[config.mk]
export PLATFORM = sky130hd
export DESIGN_NAME = fetch_ctrl_flat
export DESIGN_NICKNAME = d
export VERILOG_FILES = /design/src/rtl/cpu_pkg.sv /design/src/rtl/fetch_ctrl_if.sv /design/src/rtl/pc_next_mux.sv /design/src/rtl/fetch_ctrl.sv /design/src/flat_wrapper.sv
export SDC_FILE = /design/constraint.sdc
export NUM_CORES = 1
export LEC_CHECK = 0
export ABC_AREA = 1
export CORE_MARGIN = 5
export CORE_UTILIZATION = 30
export DETAILED_ROUTE_END_ITERATION = 10
export PLACE_DENSITY = 0.63
export SYNTH_ARGS = -nofsm -noshare
export SYNTH_HDL_FRONTEND = slang
export SYNTH_SLANG_ARGS = --single-unit
export TNS_END_PERCENT = 50
[constraint.sdc]
create_clock -name clk -period 2.82 [get_ports clk]
set_input_delay 0.282 -clock clk [delete_from_list [all_inputs] [get_ports clk]]
set_output_delay 0.282 -clock clk [all_outputs]
set_load 0.02 [all_outputs]
[src/rtl/cpu_pkg.sv]
`default_nettype none
// ============================================================================
// Module : cpu_pkg
// Brief  : Shared types and constants for the MIPS fetch controller.
// Rev    : 1.0 - initial release
// ============================================================================
package cpu_pkg;

    localparam int          CPU_ADDR_W   = 32;
    localparam int          CPU_DATA_W   = 32;
    localparam logic [31:0] CPU_RESET_PC = 32'h0000_0000;
    localparam int          WORD_INC     = 4;

    typedef enum logic [2:0] {
        IDLE  = 3'd0,
        REQ   = 3'd1,
        WAIT  = 3'd2,
        DRAIN = 3'd3,
        HOLD  = 3'd4
    } fetch_state_t;

    typedef enum logic [1:0] {
        PC_HOLD   = 2'd0,
        PC_INC    = 2'd1,
        PC_TARGET = 2'd2
    } pc_sel_t;

endpackage
`default_nettype wire

[src/rtl/fetch_ctrl_if.sv]
`default_nettype none
// ============================================================================
// Module : fetch_ctrl_if
// Brief  : Instruction-memory, decode and redirect signals of the fetch stage.
// Rev    : 1.0 - initial release
// ============================================================================
interface fetch_ctrl_if #(
    parameter int ADDR_W = 32,
    parameter int DATA_W = 32
);
    logic              pcsrc;
    logic [ADDR_W-1:0] branch_target;
    logic              imem_req;
    logic [ADDR_W-1:0] imem_addr;
    logic              imem_gnt;
    logic              imem_rvalid;
    logic [DATA_W-1:0] imem_rdata;
    logic              out_valid;
    logic [DATA_W-1:0] out_instr;
    logic [ADDR_W-1:0] out_pc4;
    logic              dec_ready;

    modport master (
        input  pcsrc, branch_target, imem_gnt, imem_rvalid, imem_rdata, dec_ready,
        output imem_req, imem_addr, out_valid, out_instr, out_pc4
    );

    modport slave (
        output pcsrc, branch_target, imem_gnt, imem_rvalid, imem_rdata, dec_ready,
        input  imem_req, imem_addr, out_valid, out_instr, out_pc4
    );
endinterface
`default_nettype wire

[src/rtl/pc_next_mux.sv]
`default_nettype none
// ============================================================================
// Module : pc_next_mux
// Brief  : Next-PC select: hold, sequential increment or word-aligned target.
// Rev    : 1.0 - initial release
// ============================================================================
module pc_next_mux
    import cpu_pkg::*;
#(
    parameter int ADDR_W = CPU_ADDR_W
) (
    input  wire logic [ADDR_W-1:0] pc,
    input  wire logic [ADDR_W-1:0] target,
    input  wire pc_sel_t           sel,
    output logic      [ADDR_W-1:0] pc_next
);

    logic [ADDR_W-1:0] w_inc;
    logic [ADDR_W-1:0] w_tgt;

    // Increment wraps naturally; target low bits are forced to a word boundary.
    assign w_inc = pc + ADDR_W'(WORD_INC);
    assign w_tgt = target & ~ADDR_W'(3);

    always_comb begin
        pc_next = pc;
        case (sel)
            PC_INC:    pc_next = w_inc;
            PC_TARGET: pc_next = w_tgt;
            default:   pc_next = pc;
        endcase
    end

endmodule
`default_nettype wire

[src/rtl/fetch_ctrl.sv]
`default_nettype none
// ============================================================================
// Module : fetch_ctrl
// Brief  : PC owner and fetch sequencer between instruction memory and decode.
// Rev    : 1.0 - initial release
// ============================================================================
module fetch_ctrl
    import cpu_pkg::*;
#(
    parameter int                ADDR_W   = CPU_ADDR_W,
    parameter int                DATA_W   = CPU_DATA_W,
    parameter logic [ADDR_W-1:0] RESET_PC = ADDR_W'(CPU_RESET_PC)
) (
    input  wire logic     clk,
    input  wire logic     rst_n,
    fetch_ctrl_if.master  bus
);

    fetch_state_t      r_state;
    fetch_state_t      w_state_nxt;
    pc_sel_t           w_pc_sel;
    logic              w_capture;
    logic [ADDR_W-1:0] r_pc;
    logic [ADDR_W-1:0] w_pc_next;
    logic              r_imem_req;
    logic              r_out_valid;
    logic [DATA_W-1:0] r_out_instr;
    logic [ADDR_W-1:0] r_out_pc4;

    pc_next_mux #(.ADDR_W(ADDR_W)) u_pc_next_mux (
        .pc      (r_pc),
        .target  (bus.branch_target),
        .sel     (w_pc_sel),
        .pc_next (w_pc_next)
    );

    // A redirect always wins the PC; only the state transition depends on the bus.
    always_comb begin
        w_state_nxt = r_state;
        w_pc_sel    = bus.pcsrc ? PC_TARGET : PC_HOLD;
        w_capture   = 1'b0;
        case (r_state)
            IDLE: w_state_nxt = REQ;
            REQ: begin
                if (bus.imem_gnt) w_state_nxt = bus.pcsrc ? DRAIN : WAIT;
            end
            WAIT: begin
                if (bus.imem_rvalid) begin
                    if (bus.pcsrc) begin
                        w_state_nxt = REQ;
                    end else begin
                        w_state_nxt = HOLD;
                        w_pc_sel    = PC_INC;
                        w_capture   = 1'b1;
                    end
                end else if (bus.pcsrc) begin
                    w_state_nxt = DRAIN;
                end
            end
            DRAIN: begin
                if (bus.imem_rvalid) w_state_nxt = REQ;
            end
            HOLD: begin
                if (bus.pcsrc || bus.dec_ready) w_state_nxt = REQ;
            end
            default: w_state_nxt = IDLE;
        endcase
    end

    // Handshake outputs are registered from the next state so they align with it.
    always_ff @(posedge clk or negedge rst_n) begin
        if (!rst_n) begin
            r_state     <= IDLE;
            r_pc        <= RESET_PC;
            r_imem_req  <= 1'b0;
            r_out_valid <= 1'b0;
            r_out_instr <= '0;
            r_out_pc4   <= '0;
        end else begin
            r_state     <= w_state_nxt;
            r_pc        <= w_pc_next;
            r_imem_req  <= (w_state_nxt == REQ);
            r_out_valid <= (w_state_nxt == HOLD);
            if (w_capture) begin
                r_out_instr <= bus.imem_rdata;
                r_out_pc4   <= w_pc_next;
            end
        end
    end

    assign bus.imem_req  = r_imem_req;
    assign bus.imem_addr = r_pc;
    assign bus.out_valid = r_out_valid;
    assign bus.out_instr = r_out_instr;
    assign bus.out_pc4   = r_out_pc4;

endmodule
`default_nettype wire

[src/flat_wrapper.sv]
// flat-port wrapper written by rule: the top's interface ports become plain ports
module fetch_ctrl_flat import cpu_pkg::*;
#(
    parameter int                ADDR_W   = CPU_ADDR_W,
    parameter int                DATA_W   = CPU_DATA_W,
    parameter logic [ADDR_W-1:0] RESET_PC = ADDR_W'(CPU_RESET_PC)
)
  (clk, rst_n, bus_pcsrc, bus_branch_target, bus_imem_gnt, bus_imem_rvalid, bus_imem_rdata, bus_dec_ready, bus_imem_req, bus_imem_addr, bus_out_valid, bus_out_instr, bus_out_pc4);
  fetch_ctrl_if #(.ADDR_W(ADDR_W), .DATA_W(DATA_W)) bus_i ();
  input  wire logic clk;
  input  wire logic rst_n;
  input wire logic [$bits(bus_i.pcsrc)-1:0] bus_pcsrc;
  input wire logic [$bits(bus_i.branch_target)-1:0] bus_branch_target;
  input wire logic [$bits(bus_i.imem_gnt)-1:0] bus_imem_gnt;
  input wire logic [$bits(bus_i.imem_rvalid)-1:0] bus_imem_rvalid;
  input wire logic [$bits(bus_i.imem_rdata)-1:0] bus_imem_rdata;
  input wire logic [$bits(bus_i.dec_ready)-1:0] bus_dec_ready;
  output wire logic [$bits(bus_i.imem_req)-1:0] bus_imem_req;
  output wire logic [$bits(bus_i.imem_addr)-1:0] bus_imem_addr;
  output wire logic [$bits(bus_i.out_valid)-1:0] bus_out_valid;
  output wire logic [$bits(bus_i.out_instr)-1:0] bus_out_instr;
  output wire logic [$bits(bus_i.out_pc4)-1:0] bus_out_pc4;
  assign bus_i.pcsrc = bus_pcsrc;
  assign bus_i.branch_target = bus_branch_target;
  assign bus_i.imem_gnt = bus_imem_gnt;
  assign bus_i.imem_rvalid = bus_imem_rvalid;
  assign bus_i.imem_rdata = bus_imem_rdata;
  assign bus_i.dec_ready = bus_dec_ready;
  assign bus_imem_req = bus_i.imem_req;
  assign bus_imem_addr = bus_i.imem_addr;
  assign bus_out_valid = bus_i.out_valid;
  assign bus_out_instr = bus_i.out_instr;
  assign bus_out_pc4 = bus_i.out_pc4;
  fetch_ctrl #(.ADDR_W(ADDR_W), .DATA_W(DATA_W), .RESET_PC(RESET_PC)) u_core (.clk(clk), .rst_n(rst_n), .bus(bus_i));
endmodule
Yosys cells after proc, flatten, opt, wreduce, memory -nomap -nowiden
Index checks and enable logic that the tools add are counted.

Equal/unequal tests: 8. Bitwise logic cells: 0. Muxes and demuxes: 16. $lt $le $gt $ge: 0. $add $sub $neg: 1. Shift operators: 0. Multiply operators: 0. Reduce and logical (&&, ||, !) cells: 2. Divide/modulo/power cells: 0.

Operators by type and width (count): $pmux 32 s2 (1); $add 32x3->32 const B (1); $mux 3 (6); $pmux 3 s5 (1); $mux 2 (4); $eq 3x1->1 const B (2); $eq 3x2->1 const B (2); $eq 3x3->1 const B (2); $mux 1 (4); $logic_not 3->1 (1); $eq 2x1->1 const B (1); $eq 2x2->1 const B (1); $logic_or 1x1->1 (1).

Flip-flop bits (word level): 101. Bits in latches: 0. Bits of input ports: 70. Output and inout bits: 98. ROM bits: 0. RAM bits: 0. Memories kept: 0. Word-level logic and storage cells: 33.

Logic depth before layout (Yosys ltp)
Depth in word-level cells: 6. Gate-level depth with buffers: 14. Depth with buffers taken out: 12.

Hierarchy
From an unflattened synthesis, not the netlist that was laid out.

Cell total of the unflattened synthesis: 644. Area, all modules: 5011.1 um2.

Modules (own cells, without submodules): fetch_ctrl (instances 1, area each 3464.6 um2, cells each 330, sequential area each 2527.4 um2); pc_next_mux (instances 1, area each 1546.5 um2, cells each 314, sequential area each 0.0 um2).

Least setup slack after synthesis
Ideal clock, no wire load.

Path type: register -> register. From: reg u_core.r_state[0]. To: reg u_core.r_out_pc4[21], in the netlist u_core.bus.out_pc4[21]. Path slack: 0.774 ns. Path buffers: 3. Data arrival time: 1.929 ns. Setup time: 0.117 ns. Required time: 2.703 ns. Clock period less this slack: 2.046 ns. Cell stages (with the launch flop): 14. Cell sequence: dfrtp_1 -> inv_1 -> nand2_1 -> nor2_1 -> nand2_1 -> inv_2 -> buf_2 -> ha_1 -> buf_2 -> clkbuf_1 -> a21oi_1 -> nand2_1 -> nand3_1 -> nand2_1.

Elaborated cells between the ends (all ways): 6. Classes of those cells: eq/ne: 3; mux: 3.

RTL lines: from (decl) (line fetch_ctrl.sv:19) `fetch_state_t r_state;`; from (signal assigned) (line fetch_ctrl.sv:80) `r_state <= w_state_nxt;`; $eq 3x2->1 (line fetch_ctrl.sv:42) `case (r_state)`; $mux 1 (line fetch_ctrl.sv:42); named net u_core.w_capture (line fetch_ctrl.sv:22) `logic w_capture;`; to (signal assigned) (line fetch_ctrl.sv:86) `r_out_pc4 <= w_pc_next;`; to (decl) (line fetch_ctrl.sv:28) `logic [ADDR_W-1:0] r_out_pc4;`.

The timed path passes the listed nets, and every way through them passes these cells. A chain may end at the register's enable or synchronous reset.

Worst setup path after layout
From: reg u_core.r_state[0]. To: reg u_core.r_out_pc4[3], in the netlist u_core.bus.out_pc4[3].

Longest elaborated chain between the ends: 4. Elaborated cells between the ends (all ways): 6. Classes of those cells: eq/ne: 3; mux: 3.

Ends and longest elaborated chain: $eq 3x2->1 * (line fetch_ctrl.sv:42); $mux 2 * (line fetch_ctrl.sv:42); $eq 2x2->1 or $eq 2x1->1 (tied branches) (line pc_next_mux.sv:27) `case (sel)`; $pmux 32 s2 * (line pc_next_mux.sv:27); named net u_core.u_pc_next_mux.pc_next[3] (line pc_next_mux.sv:15) `output logic [ADDR_W-1:0] pc_next`.

Mark *: on every way through the listed nets, which the timed path passes. The rest lies on a longest branch.

==> impl_metrics.env <==
export IMPL_ir_worst_vdd_uv=415.7
export IMPL_wirelength_um=15270
export IMPL_drive_gt1_frac=0.06634
export IMPL_p_sw_mw=2.207
export IMPL_reg2reg_from="u_core.r_state[0]$_DFF_PN0_"
export IMPL_viasPerCell=4.500
export IMPL_wire_per_inst_um=14.56
export IMPL_p_per_area_nw_per_um2=826.3
export IMPL_cts_max_level=3
export IMPL_power_mw=6.008
export IMPL_drtPass1Iterations=5
export IMPL_ant_nets=0
export IMPL_clockRootBuffer="clkbuf_16"
export IMPL_mostFrequentLayoutCells="291 x nand2_1, 164 x clkdlybuf4s50_1, 101 x dfrtp_1"
export IMPL_status="finished clean"
export IMPL_pre_cts_ws_ns=0.5618
export IMPL_first_iter_violations=216
export IMPL_clock_fmax_mhz=515.8
export IMPL_cts_made_buffers=9
export IMPL_clk_latency_ns=0.35
export IMPL_synth_nets=736
export IMPL_grt_pass1_vias=4863
export IMPL_cts_resized=0
export IMPL_start_util=0.3049
export IMPL_io_pins=168
export IMPL_p_int_mw=3.801
export IMPL_ys_seq_area_frac=0.4999
export IMPL_die_h_um=139.8
export IMPL_drv_slew=0
export IMPL_synth_fa_ha_area_frac=0.007424
export IMPL_core_sq_um=16580
export IMPL_antenna_found_initial=0
export IMPL_rows=47
export IMPL_synth_compound_area_frac=0.09453
export IMPL_skew_ns=0.01122
export IMPL_path_max_fanout=9
export IMPL_yosysWarnings=0
export IMPL_ys_types=29
export IMPL_final_setup_worst_slack_ns=0.8813
export IMPL_finalNonFillerCells=1049
export IMPL_seqPwrFrac=0.375
export IMPL_dp_cells=1034
export IMPL_grt_max_degree=78
export IMPL_worstPathRequired_ns=3.11
export IMPL_grt_setup_unrepaired="false"
export IMPL_area_delta_synth_final_pct=43.80
export IMPL_synth_mux_area_frac=0
export IMPL_min_period_over_period=0.6875
export IMPL_clock_sinks=101
export IMPL_layout_commonest_cell="nand2_1"
export IMPL_ys_seq_elements=101
export IMPL_synth_top_family_by_area="simple AND/OR/NAND/NOR gates"
export IMPL_path_clk_slew_ns=0.07
export IMPL_cts_tree="built"
export IMPL_cap_violations=0
export IMPL_critPathCaptureType="flip-flop"
export IMPL_async_flop_share=1.000
export IMPL_worstHoldPathType="input port to asynchronous set/reset pin"
export IMPL_synth_simple_area_share=0.3442
export IMPL_period_minus_slack_ns=1.939
export IMPL_p_clk_frac=0.207
export IMPL_synth_ff_type="dfrtp_1"
export IMPL_worst_r2r_path_depth=12
export IMPL_diodes=0
export IMPL_grt_pass1_wl_um=24960
export IMPL_worstMarginPinSlew_ns=0.7436
export IMPL_netlist_area_sq_um=5056
export IMPL_grt_ovfl_total=0
export IMPL_syn_area_per_cell_sq_um=7.626
export IMPL_dp_hpwl_um=10900
export IMPL_synth_edf_count=0
export IMPL_grtUsageTotal=0.1591
export IMPL_max_slew_margin=0.5042
export IMPL_crit_path_start_kind="flip-flop"
export IMPL_layout_nets=899
export IMPL_crit_type="flip-flop to flip-flop"
export IMPL_clockBufferDepth=2
export IMPL_die_area_sq_um=19550
export IMPL_final_setup_viol_count=0
export IMPL_crit_arrival_ns=2.23
export IMPL_fp_dieW_um=139.8
export IMPL_regToRegSetupSlack_ns=0.88
export IMPL_hold_viol=0
export IMPL_port_buffers=165
export IMPL_syn_inst=663
export IMPL_synth_xor_area_share=0
export IMPL_setup_tns_ns=0
export IMPL_drc=0
export IMPL_place_congestion=0.8306
export IMPL_vias=4721
export IMPL_power_leakage_nw=3.397
export IMPL_p_sw_frac=0.3673
export IMPL_r2r_end="u_core.bus.out_pc4[3]$_DFFE_PN0P_"
export IMPL_power_frac_comb=0.419
## through the flow
stage	hold WS, ns	util	instance area [sq um]
floorplan	-0.01359	-	5056
global placement	0.2141	0.4209	6979
detailed placement	0.2164	0.4209	6979
CTS	0.3722	0.4384	7271
global route	0.3993	0.4384	7271
finish	0.3725	0.4384	7271
## critical path, cell delays in order, from the launching register on
cell and delay, ns:
dfrtp_1 0.39, inv_1 0.07, nand2_1 0.07, nor2_1 0.11
nand2_2 0.08, inv_2 0.06, ha_1 0.28, inv_1 0.27
buf_4 0.19, nor2_1 0.04, a21oi_1 0.16, nand2_1 0.07
nand2_1 0.08
## cells by family (layout without fill, tap and decap cells)
family,Yosys count,count (layout)
AOI/OAI and AO/OA,77,77
adders and majority gates,3,3
buffers and inverters,68,234
and+or+nand+nor,414,414
DFF,101,101
## final cells by class
| cell class | instances | area, sq um |
|---|---|---|
| tap | 220 | 275.3 |
| timing repair buffer | 177 | 1767 |
| clock inverter | 2 | 35.03 |
| clock buffer | 12 | 246.5 |
| inverter | 43 | 161.4 |
| sequential | 101 | 2527 |
| multi-input combinational | 494 | 2258 |
| fill | 1707 | 9313 |
## power groups by stage
stage,clock network (mW),logic (mW),registers (mW)
final,1.24,2.52,2.25
after global routing,1.33,2.74,2.32
after CTS,1.29,2.56,2.26
after detailed placement,0,2.55,2.26
after global placement,0,2.53,2.27
after floorplan,0,0.664,2.81
## worst max path at each step
stage,start,to,slack (ns),cells after the start
2_1_floorplan,u_core.r_state[0]$_DFF_PN0_,u_core.bus.out_pc4[21]$_DFFE_PN0P_,0.77,13
3_3_place_gp,bus_imem_rvalid,u_core.bus.out_pc4[4]$_DFFE_PN0P_,0.58,12
3_5_place_dp,bus_imem_rvalid,u_core.bus.out_pc4[3]$_DFFE_PN0P_,0.56,12
4_1_cts,u_core.r_state[0]$_DFF_PN0_,u_core.bus.out_pc4[3]$_DFFE_PN0P_,0.84,12
5_1_grt,u_core.r_state[0]$_DFF_PN0_,u_core.bus.out_pc4[3]$_DFFE_PN0P_,0.65,12
6_report,u_core.r_state[0]$_DFF_PN0_,u_core.bus.out_pc4[3]$_DFFE_PN0P_,0.88,12
## synthesized netlist by cell type, types with 3 or more instances
| cell | instances | share of area |
|---|---|---|
| nor2_2 | 7 | 0.0087 |
| a22oi_1 | 5 | 0.0074 |
| nor2_1 | 41 | 0.030 |
| o21ai_0 | 8 | 0.0079 |
| nand2_1 | 292 | 0.22 |
| nand3_2 | 3 | 0.0059 |
| ha_1 | 3 | 0.0074 |
| nand2_2 | 3 | 0.0037 |
| nand3_1 | 56 | 0.055 |
| nor2_4 | 6 | 0.013 |
| o21bai_1 | 6 | 0.0089 |
| a21oi_1 | 35 | 0.035 |
| clkbuf_1 | 13 | 0.0097 |
| a21oi_2 | 4 | 0.0069 |
| inv_1 | 41 | 0.030 |
| buf_2 | 11 | 0.011 |
| dfrtp_1 | 101 | 0.50 |
| a21boi_1 | 11 | 0.016 |
## flip-flops by register name, indices dropped and copies added (netlist names)
name	flops
u_core.bus.imem_addr	32
u_core.bus.out_instr	32
u_core.bus.out_pc4	32
u_core.r_state	3
u_core.bus.imem_req	1
u_core.bus.out_valid	1
## metal layers
metal  track usage  vias up  share of wire
li1              -     2427              -
met1        0.1845     2129           0.43
met2        0.2618      147           0.45
met3       0.07822       18           0.10
met4       0.04437        0          0.019
met5             0        -              0
## repair_timing
action | in CTS | in global routing
setup buffers | 0 | 0
hold buffers | 1 | 0
hold endpoints to repair | 24 | 0
Power figures use the tool's default switching activity.
